==> src/rtl/pci_bus_arbiter.sv <==
// Round-robin central arbiter for the shared PCI bus: one active-low grant at a
// time, never granting while FRAME#/IRDY# show a transaction, with unused-grant timeout.
module pci_bus_arbiter #(
    parameter int NUM_DEV = 4,
    parameter int OWNER_W = 2,
    parameter int TIMEOUT = 16
) (
    input  logic               clk,
    input  logic               reset,
    input  logic [NUM_DEV-1:0] req_n,
    input  logic               frame_n,
    input  logic               irdy_n,
    output logic [NUM_DEV-1:0] gnt_n,
    output logic [OWNER_W-1:0] owner,
    output logic               owner_valid,
    output logic               bus_busy,
    output logic               timeout_err
);

    localparam int unsigned NDEV      = NUM_DEV;
    localparam logic [7:0]  TIMER_MAX = 8'(TIMEOUT - 1);

    typedef enum logic [1:0] {
        IDLE,
        GRANT,
        BUSY,
        RELEASE
    } state_t;

    state_t             state_q, state_d;
    logic [NUM_DEV-1:0] gnt_n_q, gnt_n_d;
    logic [OWNER_W-1:0] owner_q, owner_d;
    logic [OWNER_W-1:0] last_q, last_d;
    logic               owner_valid_q, owner_valid_d;
    logic               bus_busy_q, bus_busy_d;
    logic               timeout_err_q, timeout_err_d;
    logic [7:0]         timer_q, timer_d;

    logic               bus_idle;
    logic               frame_act;
    logic               owner_req;
    logic               pick_found;
    logic [OWNER_W-1:0] pick_idx;
    logic [OWNER_W-1:0] cand;

    // Only an exact 0 counts as asserted; x/z on any of these reads as inactive.
    always_comb begin
        bus_idle  = 1'b0;
        frame_act = 1'b0;
        owner_req = 1'b0;
        if (frame_n == 1'b1 && irdy_n == 1'b1) bus_idle = 1'b1;
        if (frame_n == 1'b0) frame_act = 1'b1;
        if (req_n[owner_q] == 1'b0) owner_req = 1'b1;
    end

    always_comb begin
        pick_found = 1'b0;
        pick_idx   = '0;
        cand       = '0;
        for (int unsigned off = 1; off <= NDEV; off++) begin
            cand = OWNER_W'((32'(last_q) + off) % NDEV);
            if (!pick_found && req_n[cand] == 1'b0) begin
                pick_found = 1'b1;
                pick_idx   = cand;
            end
        end
    end

    always_comb begin
        state_d       = state_q;
        gnt_n_d       = '1;
        owner_d       = owner_q;
        last_d        = last_q;
        owner_valid_d = owner_valid_q;
        timer_d       = timer_q;
        timeout_err_d = 1'b0;
        bus_busy_d    = 1'b0;
        if (frame_n == 1'b0 || irdy_n == 1'b0) bus_busy_d = 1'b1;

        case (state_q)
            IDLE: begin
                if (bus_idle && pick_found) begin
                    gnt_n_d[pick_idx] = 1'b0;
                    owner_d           = pick_idx;
                    last_d            = pick_idx;
                    owner_valid_d     = 1'b1;
                    timer_d           = '0;
                    state_d           = GRANT;
                end
            end
            // Frame beats withdrawal beats timeout when they land on the same edge.
            GRANT: begin
                if (frame_act) begin
                    state_d = BUSY;
                end else if (!owner_req) begin
                    state_d = RELEASE;
                end else if (timer_q == TIMER_MAX) begin
                    timeout_err_d = 1'b1;
                    state_d       = RELEASE;
                end else begin
                    gnt_n_d = gnt_n_q;
                    timer_d = timer_q + 8'd1;
                end
            end
            BUSY: begin
                if (bus_idle) state_d = RELEASE;
            end
            RELEASE: begin
                owner_valid_d = 1'b0;
                state_d       = IDLE;
            end
            default: state_d = IDLE;
        endcase
    end

    always_ff @(posedge clk) begin
        if (reset) begin
            state_q       <= IDLE;
            gnt_n_q       <= '1;
            owner_q       <= '0;
            last_q        <= OWNER_W'(NUM_DEV - 1);
            owner_valid_q <= 1'b0;
            bus_busy_q    <= 1'b0;
            timeout_err_q <= 1'b0;
            timer_q       <= '0;
        end else begin
            state_q       <= state_d;
            gnt_n_q       <= gnt_n_d;
            owner_q       <= owner_d;
            last_q        <= last_d;
            owner_valid_q <= owner_valid_d;
            bus_busy_q    <= bus_busy_d;
            timeout_err_q <= timeout_err_d;
            timer_q       <= timer_d;
        end
    end

    assign gnt_n       = gnt_n_q;
    assign owner       = owner_q;
    assign owner_valid = owner_valid_q;
    assign bus_busy    = bus_busy_q;
    assign timeout_err = timeout_err_q;

endmodule
==> config.mk <==
export PLATFORM = sky130hd
export DESIGN_NAME = pci_bus_arbiter
export DESIGN_NICKNAME = d
export VERILOG_FILES = /design/src/rtl/pci_bus_arbiter.sv
export SDC_FILE = /design/constraint.sdc
export NUM_CORES = 1
export LEC_CHECK = 0
export ABC_AREA = 1
export BUFFER_PORTS_ARGS = -buffer_cell sky130_fd_sc_hd__buf_2
export CELL_PAD_IN_SITES_DETAIL_PLACEMENT = 0
export CELL_PAD_IN_SITES_GLOBAL_PLACEMENT = 1
export CORE_ASPECT_RATIO = 2
export CORE_MARGIN = 2
export CORE_UTILIZATION = 45
export CTS_BUF_LIST = sky130_fd_sc_hd__clkbuf_2 sky130_fd_sc_hd__clkbuf_4 sky130_fd_sc_hd__clkbuf_8
export DETAILED_ROUTE_END_ITERATION = 8
export PLACE_DENSITY = 0.85
export SLEW_MARGIN = 40
export SYNTH_ARGS = -nofsm -noshare
export SYNTH_HDL_FRONTEND = slang
export SYNTH_SLANG_ARGS = --single-unit
==> constraint.sdc <==
create_clock -name clk -period 4.1 [get_ports clk]
set_input_delay 0.82 -clock clk [delete_from_list [all_inputs] [get_ports clk]]
set_output_delay 0.82 -clock clk [all_outputs]
set_load 0.05 [all_outputs]
==> flow_metrics.env, run 1 <==
export IMPL_max_cap_violations=0
export IMPL_die_h_um=84.8
export IMPL_syn_inst=230
export IMPL_clock_root_buffer="clkbuf_8"
export IMPL_whs_ns=0.484
export IMPL_start_util=0.465
export IMPL_hold_viol=0
export IMPL_dr_total_vias=1380
export IMPL_met2_length_um=2240
export IMPL_outcome="complete, no violations"
export IMPL_antenna_cells=0
export IMPL_synth_top_area_share=0.286
export IMPL_r2r_end="gnt_n[0]"
export IMPL_leakage_nw=0.790
export IMPL_syn_nets=244
export IMPL_holdPathEnd="timer_q[3]"
export IMPL_setup_violations=0
export IMPL_cts_resized=0
export IMPL_h_tree_depth=1
export IMPL_clock_latency_ns=0.26
export IMPL_core_sq_um=3160
export IMPL_period_share=0.491
export IMPL_fmax_mhz=497
export IMPL_grt_usage=0.215
export IMPL_die_area_sq_um=3770
export IMPL_yosysUniqueCellTypes=26
export IMPL_drt_iter0_markers=31
export IMPL_placed_cell_area_sq_um=1540
export IMPL_routed_wl_um=3510
export IMPL_cts_path_max_buffers=2
export IMPL_slew_headroom=0.666
export IMPL_hold_buffers=0
export IMPL_layout_common_cells="nand2_1 (82), nand3_1 (26), inv_1 (23)"
export IMPL_reg2reg_slack_ns=2.09
export IMPL_powerDensity_nw_per_um2=504
export IMPL_dp_hpwl_um=2900
export IMPL_antenna_found_initial=0
export IMPL_grt_max_degree=15
export IMPL_yosys_warnings=0
export IMPL_routabilityCongestion=0.729
export IMPL_cts_setup_buffers=0
export IMPL_hold_class="reg2reg"
export IMPL_die_w_um=44.4
export IMPL_grt_overflow=0
export IMPL_finalCriticalPeriod_ns=2.01
export IMPL_drt_vias_per_instance=5.00
export IMPL_drive_above_1_share=0.143
export IMPL_tns_ns=0
export IMPL_fin_nets=260
export IMPL_yosys_top_cells_area="dfxtp_1 (29%), nand2_1 (21%), nand3_1 (8.9%), inv_1 (5.9%), a21oi_1 (5.5%)"
export IMPL_cts_tree="built"
export IMPL_layout_cells_most_common="nand2_1"
export IMPL_port_buffers=16
export IMPL_stdcell_area_sq_um=1590
export IMPL_synth_seq_area_share=0.286
export IMPL_dr_wl_met3_um=27
export IMPL_crit_fanout=14
export IMPL_min_from="timer_q[3]"
export IMPL_drc=0
export IMPL_holdPathStages=2
export IMPL_worst_pin_slew_ns=0.500
export IMPL_cts_buffers=3
export IMPL_rsz0062_at_grt="no"
export IMPL_path_clk_slew_ns=0.08
export IMPL_ys_seq_elements=21
export IMPL_firstDrtPassIters=4
export IMPL_wl_per_cell_um=12.7
export IMPL_wl_met1_um=1210
export IMPL_grt_pass1_wl_um=5990
export IMPL_areaGrowthSynthToFinish_pct=7.92
export IMPL_syn_area_sq_um=1470
export IMPL_syn_avg_cell_area_sq_um=6.39
export IMPL_crit_path_end_kind="flop"
export IMPL_r2r_start="last_q[0]"
export IMPL_start_kind="flop"
export IMPL_drv_slew=0
export IMPL_crit_arrival_ns=2.17
export IMPL_worst_r2r_path_depth=11
export IMPL_fp_row_count=29
export IMPL_yosysTopAreaCell="dfxtp_1"
export IMPL_worstPathRequired_ns=4.26
export IMPL_ant_nets=0
export IMPL_path_class="reg2reg"
export IMPL_grt_pass1_vias=1357
export IMPL_power_mw=0.799
export IMPL_vdd_drop_max_mv=0.344
export IMPL_cts_sinks=21
export IMPL_highest_layer="met4"
export IMPL_ioPinCount=17
export IMPL_finClkSkew_ns=0.00147
[final cells by class]
class                           count  area [sq um]
Sequential cell                    21           420
Clock inverter                      1          5.00
Multi-Input combinational cell    179           906
Timing Repair Buffer               16          80.1
Fill cell                         351          1570
Tap cell                           31          38.8
Clock buffer                        3          41.3
Inverter                           25          93.8
[stage by stage]
| step | worst slack (ns) | util | cells |
|---|---|---|---|
| 2_1_floorplan | 2.32 | - | 230 |
| 3_3_place_gp | 1.94 | 0.488 | 272 |
| 3_5_place_dp | 1.95 | 0.488 | 272 |
| 4_1_cts | 2.07 | 0.502 | 276 |
| 5_1_grt | 1.82 | 0.502 | 276 |
| 6_report | 2.09 | 0.502 | 276 |
[synth_stat cells]
library cell,n
a2111oi_0,1
a21boi_1,1
a21oi_1,16
and3_1,1
buf_6,4
clkbuf_1,1
clkinv_1,1
dfxtp_1,21
ha_1,6
inv_1,23
inv_2,1
nand2_1,82
nand2_2,5
nand2_4,4
nand3_1,26
nand3_2,1
nand4_1,3
nor2_1,16
nor2_4,2
nor3b_1,2
o211ai_1,1
o21ai_0,5
o21ai_1,1
o21ai_2,1
or2_2,1
xor2_1,4
[layer usage]
layer  GRT usage  vias to the layer above
met4      0.0854                        0
met1       0.188                      612
li1            -                      760
met2       0.445                        6
met5           0                        -
met3      0.0215                        2
[worst max-delay path by stage]
stage	startpoint	end	slack, ns	cells past startpoint
after floorplan	req_n[3]	timer_q[7]	2.32	10
after global placement	req_n[3]	gnt_n[2]	1.94	11
after detailed placement	req_n[3]	gnt_n[2]	1.95	11
after CTS	last_q[0]	gnt_n[0]	2.07	11
after global routing	last_q[0]	gnt_n[0]	1.82	11
final	last_q[0]	gnt_n[0]	2.09	11
[report_power, final]
group | total (mW) | internal, mW | leakage (nW) | switching [mW]
logic | 0.401 | 0.113 | 0.593 | 0.288
clock network | 0.135 | 0.0676 | 0.0255 | 0.0670
registers | 0.263 | 0.230 | 0.171 | 0.0333
[worst max-delay path: stages (launching register included)]
cell and delay [ns]:
dfxtp_1 0.64, inv_2 0.23, nand2_1 0.10, nand2_1 0.15
nand2_1 0.12, nand2_1 0.05, nor2_1 0.08, nand2_1 0.08
a21oi_1 0.24, nand3_1 0.11, nand2_1 0.07, nand2_1 0.05
[kinds of logic after synthesis]
logic type      Yosys count  synth area share
compound gates           26            0.0971
xor+xnor                  4            0.0238
fa+ha+maj                 6            0.0511
buf+inv                  30            0.0971
flops                    21             0.286
simple gates            143             0.445
[flip-flops by register name (all words and copies together) (netlist names)]
name         cells
timer_q          8
gnt_n            4
owner            2
owner_valid      1
last_q           2
bus_busy         1
state_q          2
timeout_err      1
Power figures use the tool's default switching activity.
==> run 2: changes to the inputs <==
--- a/config.mk
+++ b/config.mk
@@ -11,10 +11,10 @@
 export CELL_PAD_IN_SITES_GLOBAL_PLACEMENT = 1
 export CORE_ASPECT_RATIO = 2
 export CORE_MARGIN = 2
-export CORE_UTILIZATION = 45
+export CORE_UTILIZATION = 42
 export CTS_BUF_LIST = sky130_fd_sc_hd__clkbuf_2 sky130_fd_sc_hd__clkbuf_4 sky130_fd_sc_hd__clkbuf_8
 export DETAILED_ROUTE_END_ITERATION = 8
-export PLACE_DENSITY = 0.85
+export PLACE_DENSITY = 0.8
 export SLEW_MARGIN = 40
 export SYNTH_ARGS = -nofsm -noshare
 export SYNTH_HDL_FRONTEND = slang
==> constraint.sdc (replaced) <==
create_clock -name clk -period 1.9 [get_ports clk]
set_input_delay 0.38 -clock clk [delete_from_list [all_inputs] [get_ports clk]]
set_output_delay 0.38 -clock clk [all_outputs]
set_load 0.05 [all_outputs]
==> run 2 against run 1 <==
Compared with the run above: die area up 6.6%; flip-flop and latch count unchanged; first-iteration DRC count down 9.7%; largest cell class unchanged; critical path type unchanged; critical endpoint is now timer_q[1]; highest routed layer unchanged.
==> flow_metrics.env, run 2 (synthesis results as in run 1) <==
export IMPL_drt_iter0_markers=28
export IMPL_period_share=0.915
export IMPL_grt_pass1_wl_um=6500
export IMPL_leakage_nw=0.821
export IMPL_h_tree_depth=1
export IMPL_slew_headroom=0.719
export IMPL_dp_hpwl_um=3090
export IMPL_antenna_cells=0
export IMPL_ant_nets=0
export IMPL_worst_pin_slew_ns=0.422
export IMPL_dr_total_vias=1464
export IMPL_rsz0062_at_grt="no"
export IMPL_max_cap_violations=0
export IMPL_setup_ws_ns=0.162
export IMPL_drive_above_1_share=0.172
export IMPL_die_area_sq_um=4020
export IMPL_core_sq_um=3380
export IMPL_hold_viol=0
export IMPL_routed_wl_um=3770
export IMPL_multi_input_area_sq_um=913
export IMPL_crit_path_end_kind="flop"
export IMPL_clock_root_buffer="clkbuf_8"
export IMPL_utilization=0.488
export IMPL_placed_cell_area_sq_um=1590
export IMPL_reg2reg_slack_ns=0.16
export IMPL_worstPathRequired_ns=2.05
export IMPL_cts_sinks=21
export IMPL_firstDrtPassIters=4
export IMPL_outcome="complete, no violations"
export IMPL_start_util=0.435
export IMPL_power_mw=1.83
export IMPL_grt_max_degree=15
export IMPL_antenna_found_initial=0
export IMPL_crit_fanout=9
export IMPL_finalCriticalPeriod_ns=1.74
export IMPL_setup_violations=0
export IMPL_fin_nets=265
export IMPL_start_kind="flop"
export IMPL_powerDensity_nw_per_um2=1110
export IMPL_wl_per_cell_um=13.4
export IMPL_fillCellCount=377
export IMPL_path_class="reg2reg"
export IMPL_drc=0
export IMPL_largest_reg_flops=8
export IMPL_hold_class="in2reg"
export IMPL_finalNonFillerCells=282
export IMPL_die_h_um=87.6
export IMPL_port_buffers=16
export IMPL_cts_buffers=3
export IMPL_die_w_um=45.8
export IMPL_finClkSkew_ns=0.00176
export IMPL_dpl_cell_count=278
export IMPL_tns_ns=0
export IMPL_layout_cells_most_common="nand2_1"
export IMPL_path_clk_slew_ns=0.07
export IMPL_routabilityCongestion=0.812
export IMPL_fmax_mhz=575
export IMPL_grt_pass1_vias=1473
export IMPL_clock_latency_ns=0.26
export IMPL_grt_usage=0.220
export IMPL_drv_slew=0
export IMPL_grt_overflow=0
export IMPL_areaGrowthSynthToFinish_pct=12.2
export IMPL_hold_buffers=0
export IMPL_crit_arrival_ns=1.88
export IMPL_vdd_drop_max_mv=0.740
export IMPL_preCtsSetupSlack_ns=0.0479
export IMPL_seqCellArea_sq_um=422
export IMPL_fp_row_count=30
export IMPL_whs_ns=0.483
export IMPL_largest_register="timer_q"
export IMPL_cts_path_max_buffers=2
export IMPL_layout_common_cells="nand2_1 (82), nand3_1 (25), inv_1 (23)"
export IMPL_cts_tree="built"
export IMPL_drt_vias_per_instance=5.19
export IMPL_ioPinCount=17
export IMPL_stdcell_area_sq_um=1650
[run 2: cell count changes in the layout (fill, tap and decap cells not counted)]
cell / before / now
dfxtp_2: 0 / 1
nand3_1: 26 / 25
buf_4: 0 / 4
nor2_1: 16 / 15
nor2_2: 0 / 1
buf_12: 0 / 1
clkinv_2: 1 / 0
dfxtp_1: 21 / 20
nand3_2: 1 / 2
clkbuf_4: 0 / 1
[run 2: critical path, stage by stage (launching register included)]
cell and delay [ns]:
dfxtp_1 0.32, inv_1 0.11, ha_1 0.25, nand2_1 0.14
inv_1 0.09, nand3_2 0.16, o21ai_2 0.22, nand2_4 0.14
nand3_1 0.09, o21ai_0 0.09
[run 2: power breakdown]
part           leakage (nW)  internal [mW]  switching, mW  total [mW]
combinational         0.624          0.300          0.682       0.981
clock                0.0262          0.164          0.142       0.306
sequential            0.171          0.498         0.0494       0.547
[run 2: final cells by class]
class | instances | share of cell area
Multi-Input combinational cell | 179 | 0.554
Sequential cell | 21 | 0.256
Timing Repair Buffer | 21 | 0.0790
Inverter | 25 | 0.0569
Clock buffer | 4 | 0.0296
Tap cell | 32 | 0.0243
[run 2: final timing paths]
path | cells past startpoint | start | to
hold / removal | 3 | frame_n | timeout_err
setup reg to reg | 9 | state_q[1] | timer_q[1]
hold reg to reg | 2 | timer_q[3] | timer_q[3]
setup / recovery | 9 | state_q[1] | timer_q[1]
[run 2: per-layer routing]
layer / share of wire / wire length (um) / track usage / vias up
li1: - / - / - / 772
met1: 0.35 / 1310 / 0.191 / 673
met2: 0.63 / 2360 / 0.470 / 15
met3: 0.014 / 54 / 0.0206 / 4
met4: 0.012 / 47 / 0.0623 / 0
met5: 0 / 0 / 0 / -
[run 2: what timing repair did]
item,in CTS,in global routing
buffers inserted,0,0
gates cloned,0,0
gates resized for setup,1,2
hold endpoints to repair,0,0
endpoints found under the setup margin,2,5
